## config.mk

```make
export PLATFORM = sky130hd
export DESIGN_NAME = if_id_pipe_buf
export DESIGN_NICKNAME = d
export VERILOG_FILES = /design/src/rtl/if_id_pipe_buf.sv
export SDC_FILE = /design/constraint.sdc
export NUM_CORES = 1
export LEC_CHECK = 0
export BUFFER_PORTS_ARGS = -buffer_cell sky130_fd_sc_hd__buf_2
export CAP_MARGIN = 10
export CORE_MARGIN = 2
export CORE_UTILIZATION = 50
export DETAILED_ROUTE_END_ITERATION = 8
export PLACE_DENSITY = 0.75
export SLEW_MARGIN = 25
export SYNTH_ARGS = -nofsm -noshare
export SYNTH_HDL_FRONTEND = slang
export SYNTH_SLANG_ARGS = --single-unit
```

## constraint.sdc

```tcl
create_clock -name clk -period 18.2 [get_ports clk]
set_input_delay 1.82 -clock clk [delete_from_list [all_inputs] [get_ports clk]]
set_output_delay 1.82 -clock clk [all_outputs]
set_load 0.01 [all_outputs]
```

## src/rtl/if_id_pipe_buf.sv

```systemverilog
// IF->ID pipeline register with valid/ready handshake, 2-entry skid buffer,
// synchronous flush and a saturating stall-cycle counter.
//
// state    | meaning
// ---------+------------------------------------------------
// ST_EMPTY | no live entry, out_valid=0, in_ready=1
// ST_FULL  | main entry live, drives decode, in_ready=1
// ST_SKID  | main + skid live, in_ready=0 until decode consumes
module if_id_pipe_buf #(
  parameter int unsigned       DATA_W    = 64,
  parameter int unsigned       PC_W      = 64,
  parameter logic [DATA_W-1:0] NOP_VALUE = '0,
  parameter int unsigned       CNT_W     = 16
) (
  input  logic              clk,
  input  logic              reset,
  input  logic              flush,
  input  logic              in_valid,
  output logic              in_ready,
  input  logic [DATA_W-1:0] in_instr,
  input  logic [PC_W-1:0]   in_pc,
  output logic              out_valid,
  input  logic              out_ready,
  output logic [DATA_W-1:0] out_instr,
  output logic [PC_W-1:0]   out_pc,
  output logic [CNT_W-1:0]  stall_count
);

  typedef enum logic [1:0] {
    ST_EMPTY = 2'd0,
    ST_FULL  = 2'd1,
    ST_SKID  = 2'd2
  } state_t;

  state_t state;
  state_t state_nxt;

  logic [DATA_W-1:0] main_instr;
  logic [PC_W-1:0]   main_pc;
  logic [DATA_W-1:0] skid_instr;
  logic [PC_W-1:0]   skid_pc;

  logic accept;
  logic consume;
  logic load_main_in;
  logic load_main_skid;
  logic load_skid;
  logic clear_main;

  assign accept  = in_valid & in_ready;
  assign consume = out_valid & out_ready;

  // State register
  always_ff @(posedge clk or posedge reset) begin
    if (reset) begin
      state <= ST_EMPTY;
    end else begin
      state <= state_nxt;
    end
  end

  // Next-state logic; flush overrides every transition
  always_comb begin
    state_nxt = state;
    if (flush) begin
      state_nxt = ST_EMPTY;
    end else begin
      case (state)
        ST_EMPTY: if (accept) state_nxt = ST_FULL;
        ST_FULL: begin
          if (accept && !consume)      state_nxt = ST_SKID;
          else if (!accept && consume) state_nxt = ST_EMPTY;
        end
        ST_SKID:  if (consume) state_nxt = ST_FULL;
        default:  state_nxt = ST_EMPTY;
      endcase
    end
  end

  // Handshake outputs decode the state register only, so in_ready never
  // depends combinationally on out_ready.
  always_comb begin
    in_ready       = 1'b1;
    out_valid      = 1'b0;
    load_main_in   = 1'b0;
    load_main_skid = 1'b0;
    load_skid      = 1'b0;
    clear_main     = 1'b0;
    case (state)
      ST_EMPTY: begin
        load_main_in = accept;
      end
      ST_FULL: begin
        out_valid    = 1'b1;
        load_main_in = accept & consume;
        load_skid    = accept & ~consume;
        clear_main   = ~accept & consume;
      end
      ST_SKID: begin
        in_ready       = 1'b0;
        out_valid      = 1'b1;
        load_main_skid = consume;
      end
      default: begin
        in_ready = 1'b1;
      end
    endcase
  end

  // Main entry is reset to NOP/0 whenever it is not live, so outputs need no mux
  always_ff @(posedge clk or posedge reset) begin
    if (reset) begin
      main_instr <= NOP_VALUE;
      main_pc    <= '0;
      skid_instr <= '0;
      skid_pc    <= '0;
    end else if (flush) begin
      main_instr <= NOP_VALUE;
      main_pc    <= '0;
      skid_instr <= '0;
      skid_pc    <= '0;
    end else begin
      if (load_main_in) begin
        main_instr <= in_instr;
        main_pc    <= in_pc;
      end else if (load_main_skid) begin
        main_instr <= skid_instr;
        main_pc    <= skid_pc;
      end else if (clear_main) begin
        main_instr <= NOP_VALUE;
        main_pc    <= '0;
      end
      if (load_skid) begin
        skid_instr <= in_instr;
        skid_pc    <= in_pc;
      end
    end
  end

  assign out_instr = main_instr;
  assign out_pc    = main_pc;

  // Saturating stall counter; flush cycles still count if decode is stalled
  always_ff @(posedge clk or posedge reset) begin
    if (reset) begin
      stall_count <= '0;
    end else if (out_valid && !out_ready && (stall_count != {CNT_W{1'b1}})) begin
      stall_count <= stall_count + 1'b1;
    end
  end

endmodule
```

# ---- After elaboration in Yosys (flattened, before gate mapping)
# Cells that the tools add are included.
dict set report word_totals {
  mem_count 0
  ram_bits 0
  latch_bits 0
  word_cells 55
  register_bits 274
  rom_bits 0
}
dict set report op_classes {
  add_sub_neg 1
  div_mod_pow 0
  n_bitwise 7
  order_cmp 0
  mul 0
  n_mux 23
  shift 0
  eq_ne 6
  reduce_logical 12
}
# operator n
set op_table {}
lappend op_table {{$mux W64} 11}
lappend op_table {{$add A16 B1 Y16 const B} 1}
lappend op_table {{$ne A16 B16 Y1 const B} 1}
lappend op_table {{$mux W2} 5}
lappend op_table {{$ne A3 B3 Y1 const B} 2}
lappend op_table {{$pmux W2 S3} 1}
lappend op_table {{$and A1 B1 Y1} 5}
lappend op_table {{$mux W1} 5}
lappend op_table {{$logic_and A1 B1 Y1} 4}
lappend op_table {{$ne A4 B4 Y1 const B} 1}
lappend op_table {{$reduce_bool A4 Y1} 1}
lappend op_table {{$logic_not A1 Y1} 3}
lappend op_table {{$reduce_and A3 Y1} 1}
lappend op_table {{$eq A2 B1 Y1 const B} 1}
lappend op_table {{$eq A2 B2 Y1 const B} 1}
lappend op_table {{$logic_not A2 Y1} 1}
lappend op_table {{$not A1 Y1} 2}
lappend op_table {{$pmux W1 S2} 1}
lappend op_table {{$reduce_bool A2 Y1} 1}
lappend op_table {{$reduce_or A2 Y1} 1}

# ---- Depth between registers and ports, before layout
dict set report depth {
  ltp_word 10
  mapped_depth 8
}

# ---- Least setup slack after synthesis
# Ideal clock, no wire load.
dict set report synth_path {
  kind {input -> register}
  start {in in_valid}
  end {reg main_instr[62], in the netlist out_instr[62]}
  slack_ps 15375
  stages 6
  arrival_ps 2701
  required_ps 18076
  setup_ps 124
  path_cell_list {nor2b_1 > a22o_1 > nand2b_1 > buf_2 > buf_2 > o2bb2ai_1}
}
dict set report synth_between {
  elab_chain_cells 5
  elab_cells_between_ends 9
  classes_between {mux: 4; bitwise: 4; reduce/logical: 1}
}
# item line_no
set synth_rtl {}
lappend synth_rtl {{start: declaration} 18} ;# input logic in_valid,
lappend synth_rtl {{$and A1 B1 Y1 (*)} 50} ;# assign accept = in_valid & in_ready;
lappend synth_rtl {{$and A1 B1 Y1 or $not A1 Y1 (tied branches)} {95, 97}}
lappend synth_rtl {{$pmux W1 S2 or $and A1 B1 Y1 (tied branches)} {89, 97}}
lappend synth_rtl {{$mux W64 or $mux W1 (tied branches)} {123, 89}}
lappend synth_rtl {{$mux W64 or $reduce_bool A4 Y1 (tied branches)} -}
lappend synth_rtl {{end signal: assignment} 124} ;# main_instr <= in_instr;
lappend synth_rtl {{end signal: assignment} 127} ;# main_instr <= skid_instr;
lappend synth_rtl {{end: declaration} 38} ;# logic [DATA_W-1:0] main_instr;
# Every way passes the cells marked *; elsewhere a longest branch is shown, timed or not.
# A chain may end at the register's enable or synchronous reset.

# ---- Worst setup path in the final report
dict set report layout_path {
  start {in out_ready}
  end {reg main_pc[31], in the netlist out_pc[31]}
}
dict set report layout_between {
  elab_chain_cells 5
  elab_cells_between_ends 10
  classes_between {mux: 6; bitwise: 3; reduce/logical: 1}
}
# item line_no
set layout_rtl {}
lappend layout_rtl {{start: declaration} 23} ;# input logic out_ready,
lappend layout_rtl {{$and A1 B1 Y1 (*)} 51} ;# assign consume = out_valid & out_ready;
lappend layout_rtl {{$and A1 B1 Y1 or $mux W1 (tied branches)} {95, 89}}
lappend layout_rtl {{$pmux W1 S2 or $mux W64 (tied branches)} {89, 126}}
lappend layout_rtl {{$mux W64} 123} ;# if (load_main_in) begin
lappend layout_rtl {{$mux W64} 117} ;# end else if (flush) begin
lappend layout_rtl {{end signal: assignment} 125} ;# main_pc <= in_pc;
lappend layout_rtl {{end signal: assignment} 128} ;# main_pc <= skid_pc;
lappend layout_rtl {{end: declaration} 39} ;# logic [PC_W-1:0] main_pc;
# Marked as above.

==> run summary <==
Fraction of layout instances using a drive strength above 1: 25.88%. For the half-perimeter wire length after detailed placement, the log shows 17750 um. The largest single stage delay on the critical path is 0.86 ns. For this run, asynchronously set or reset flops after synthesis account for 100.0%.

The clock reaches the later pin of the worst-skew pair after 0.53 ns. Counting every net in the synthesized netlist gives 1242. At the end of routability-driven placement, the weighted congestion stood at 0.8139.

The tools report the post-synthesis cell type count as 38. The worst-case IR drop observed on VDD is 0.00006232 V. The clock-pin slew of the registers on the worst-case setup and hold paths works out to 0.06 ns.

The worst hold path terminates at out_pc[9]. The worst hold-check slack is 0.4818 ns. For the count of final hold-check violations, the log shows 0. During synthesis, Yosys emitted a total of 0 warnings. The number of enable flip-flop cells after synthesis is 0. In the post-synthesis netlist, the cell with the most instances is dfrtp_1. Setup violations remaining at the end of the flow were counted as 0.

The overall via count from detail_route was 9656; the area used by multi-input combinational logic was 4365 um2. The die covers 24680 um2. The setup TNS came out at 0 ns.

TritonCTS built the clock tree. The number of I/O port buffers was 278. The tools report the data required time at the worst endpoint as 18.64 ns. The wire length of the first global-routing pass was 49550 um; the internal reg-to-reg setup slack was 14.87 ns.

The clock passes through at most 3 buffers. After layout, the worst setup slack is 14.45 ns. The logs give 50.38% for the starting density of the core and 279 for the number of ports placed on the die boundary. The number of max-slew violations in the final report came out at 0.

In this run the worst path has a maximum fanout of 94. The flow ran to the end, and the final reports show no timing, DRC or antenna violations. Number of detailed-routing iterations run before antenna repair: 5.

The combined flip-flop and latch cell area is 6857 um2, and the sum of buffers and inverters on the critical path is 2. Dividing the detail-routed wire length by the instance count gives 18.87 um. The internal power summed over all cells came out at 1.189 mW. Hold repair after CTS inserted 0 buffers. Post-CTS repair changed the size of 0 cells. The tools report the max capacitance violation total as 0. The tools report the sequential fraction of design power as 41.9%. For this run, design rule violations remaining after detail routing come to 0. In this run the cell area of the synthesized design comes to 11720 um2. The worst hold path begins at out_pc[9]. The average cell area after synthesis came out at 10.63 um2. For this design the static power due to leakage is 6.565 nW. The tree built by TritonCTS fans out to 274 sinks. The tools report the worst flop-to-flop path startpoint as state[1]. The tools report the floorplan core area as 23260 um2.

The worst setup path is of the input port to register kind. Summing all placed instances gives a cell area of 13120 um2. The run gives 1 as the initial antenna violation count. The global router's overall resource usage is 24.71%, and the chip width is 157.1 um. In this design, the largest share of critical-path delay is due to compound AO/OA/AOI/OAI gates. The post-route standard cell area excluding fillers was 14100 um2. The final critical path time including I/O delays and setup works out to 3.751 ns.

The run gives 1.779 mW as the total design power. The clock network burns 33.5% of the power. Setup repair after global routing left no endpoint under its margin. STA classifies the critical path endpoint as a register.

Path category of the worst min-delay check: register to register. The hold-critical path depth was 1; the number of global-route vias before repair was 9349. Counting every instance in the synthesized netlist gives 1103.

The commonest cells after synthesis are dfrtp_1 (274), nand2_1 (265), a21oi_1 (130), a22oi_1 (128), o2bb2ai_1 (128). The area growth from synthesis to layout works out to 20.33%. Flip-flop cell with the highest count after synthesis: dfrtp_1. After detailed routing, the number of vias per cell comes to 5.810. The portion of synthesized cell area occupied by the leading cell type is 58.50%. Data on the critical path arrives at its endpoint at 4.19 ns. The buffer count from post-CTS setup fixing is 0, and the fraction of the cycle the final worst path needs is 20.61%. Counting the buffers created by CTS gives 29. The initialized floorplan defines 56 standard-cell rows. Sum of overflow across all layers after global routing: 0.

The largest area contributor in the synthesized netlist is dfrtp_1. Sorting the synthesized cells by area gives the leading types as dfrtp_1 (59%), o2bb2ai_1 (9.6%), nand2_1 (8.5%), a22oi_1 (8.2%), a21oi_1 (5.6%). STA classifies the critical path startpoint as an input port.

Walking the worst path, the cells encountered are buf_2 > nand4b_1 > a21boi_4 > buf_6 > a22oi_1 > o2bb2ai_1. Derived from the worst setup path, the maximum achievable clock frequency is 0.2666 GHz. The final layout contains 1461 nets.

In this run the clock root is driven by a clkbuf_16. At the pin with the least slew margin, the transition time is 1.068 ns. The tools report the number of H-tree branching levels as 1. The worst pin sits at a relative slew slack of 28.65%. Combinational logic burns 24.5% of the power. At the placement stage, the worst setup path has a slack of 13.70 ns. The die is 157.1 um tall. Flip-flop and latch count after synthesis: 274.

The maximum number of pins on one net before global-route repair was 125. For this design, the slowest cell found on the critical path is a21boi_4. Of the total power, the share spent switching nets is 33.17%.

Aggregate routed wire length: 31360 um. The fraction of the yosys area taken by sequential cells was 58.50%. The remaining number of nets flagged by the antenna check after routing came out at 0.

The worst register-to-register path has a depth of 7. For this design the ratio of total power to cell area is 126.1 nW/um2. After filler insertion, the fill cell instance count of the layout stands at 2013. In this run, the number of DRC markers left after iteration 0 of detailed routing was 629.

The tools report the net load switching power as 0.5901 mW. The worst register-to-register path ends at out_pc[31]. The setup skew after layout was 0.006560 ns.
power by group through the flow:
stage,logic (mW),registers [mW],clock network [mW]
after floorplan,0.289,0.765,0
after global placement,0.428,0.753,0
after detailed placement,0.438,0.754,0
after CTS,0.439,0.745,0.610
after global routing,0.483,0.756,0.635
final,0.437,0.746,0.596
cell families after synthesis:
group / share of synthesized area, %
and+or+nand+nor: 10.65
buffers and inverters: 4.729
AOI/OAI and AO/OA: 24.45
DFF: 58.50
adders and majority gates: 0.6405
muxes: 0.1281
xor gates and xnor gates: 0.8968
layout by cell type (no fill, tap or decap), drive strengths merged:
cell type / Yosys / layout
a211o: 2 / 2
a21boi: 2 / 2
a21o: 2 / 2
a21oi: 130 / 130
a22o: 1 / 1
a22oi: 128 / 128
a31oi: 4 / 4
a41oi: 1 / 1
and2: 2 / 2
and3: 4 / 4
and4: 3 / 3
buf: 83 / 287
bufinv: 0 / 2
clkbuf: 16 / 41
clkinv: 0 / 7
dfrtp: 274 / 274
diode: 0 / 2
ha: 6 / 6
inv: 5 / 5
mux2: 1 / 1
nand2: 265 / 265
nand2b: 3 / 3
nand3: 5 / 5
nand4: 8 / 8
nand4b: 2 / 2
nor2: 6 / 6
nor2b: 3 / 3
nor3: 1 / 1
nor4: 1 / 1
o21ba: 1 / 1
o22ai: 1 / 1
o2bb2ai: 128 / 128
o311ai: 1 / 1
o41ai: 2 / 2
xnor2: 11 / 11
xor2: 1 / 1
state kept, by name (all words and copies together) (netlist names):
signal       cells
out_pc          64
skid_pc         64
out_instr       64
state            2
skid_instr      64
stall_count     16
final cells by class:
class                      count  share of cell area [%]
sequential                   274                   48.62
multi-input combinational    725                   30.96
timing repair buffer         287                   10.52
clock buffer                  41                   6.175
tap                          319                   2.830
clock inverter                 9                  0.6743
inverter                       5                  0.1863
antenna                        2                 0.03549
how the worst max path moves through the flow:
| stage | startpoint | end | cells past startpoint | slack, ns |
|---|---|---|---|---|
| after floorplan | reset | out_instr[0] | 1 | 8.83 |
| after global placement | out_ready | out_pc[38] | 6 | 13.74 |
| after detailed placement | out_ready | out_instr[54] | 6 | 13.70 |
| after CTS | out_ready | out_pc[31] | 6 | 14.25 |
| after global routing | out_ready | out_instr[19] | 6 | 14.33 |
| final | out_ready | out_pc[31] | 6 | 14.45 |
through the flow:
| step | util [%] | instances |
|---|---|---|
| floorplan | - | 1103 |
| global placement | 56.35 | 1610 |
| detailed placement | 56.42 | 1610 |
| CTS | 60.57 | 1660 |
| global route | 60.61 | 1661 |
| finish | 60.62 | 1662 |
routing by layer:
metal	GRT usage (%)	vias up	part of all wire (%)	routed length, um
met1	34.96	4810	44	13730
li1	-	4428	-	-
met5	0	-	0	0
met3	3.965	59	6.6	2079
met4	7.403	0	2.5	795
met2	39.62	359	47	14760
(Power assumes the default switching activity.)
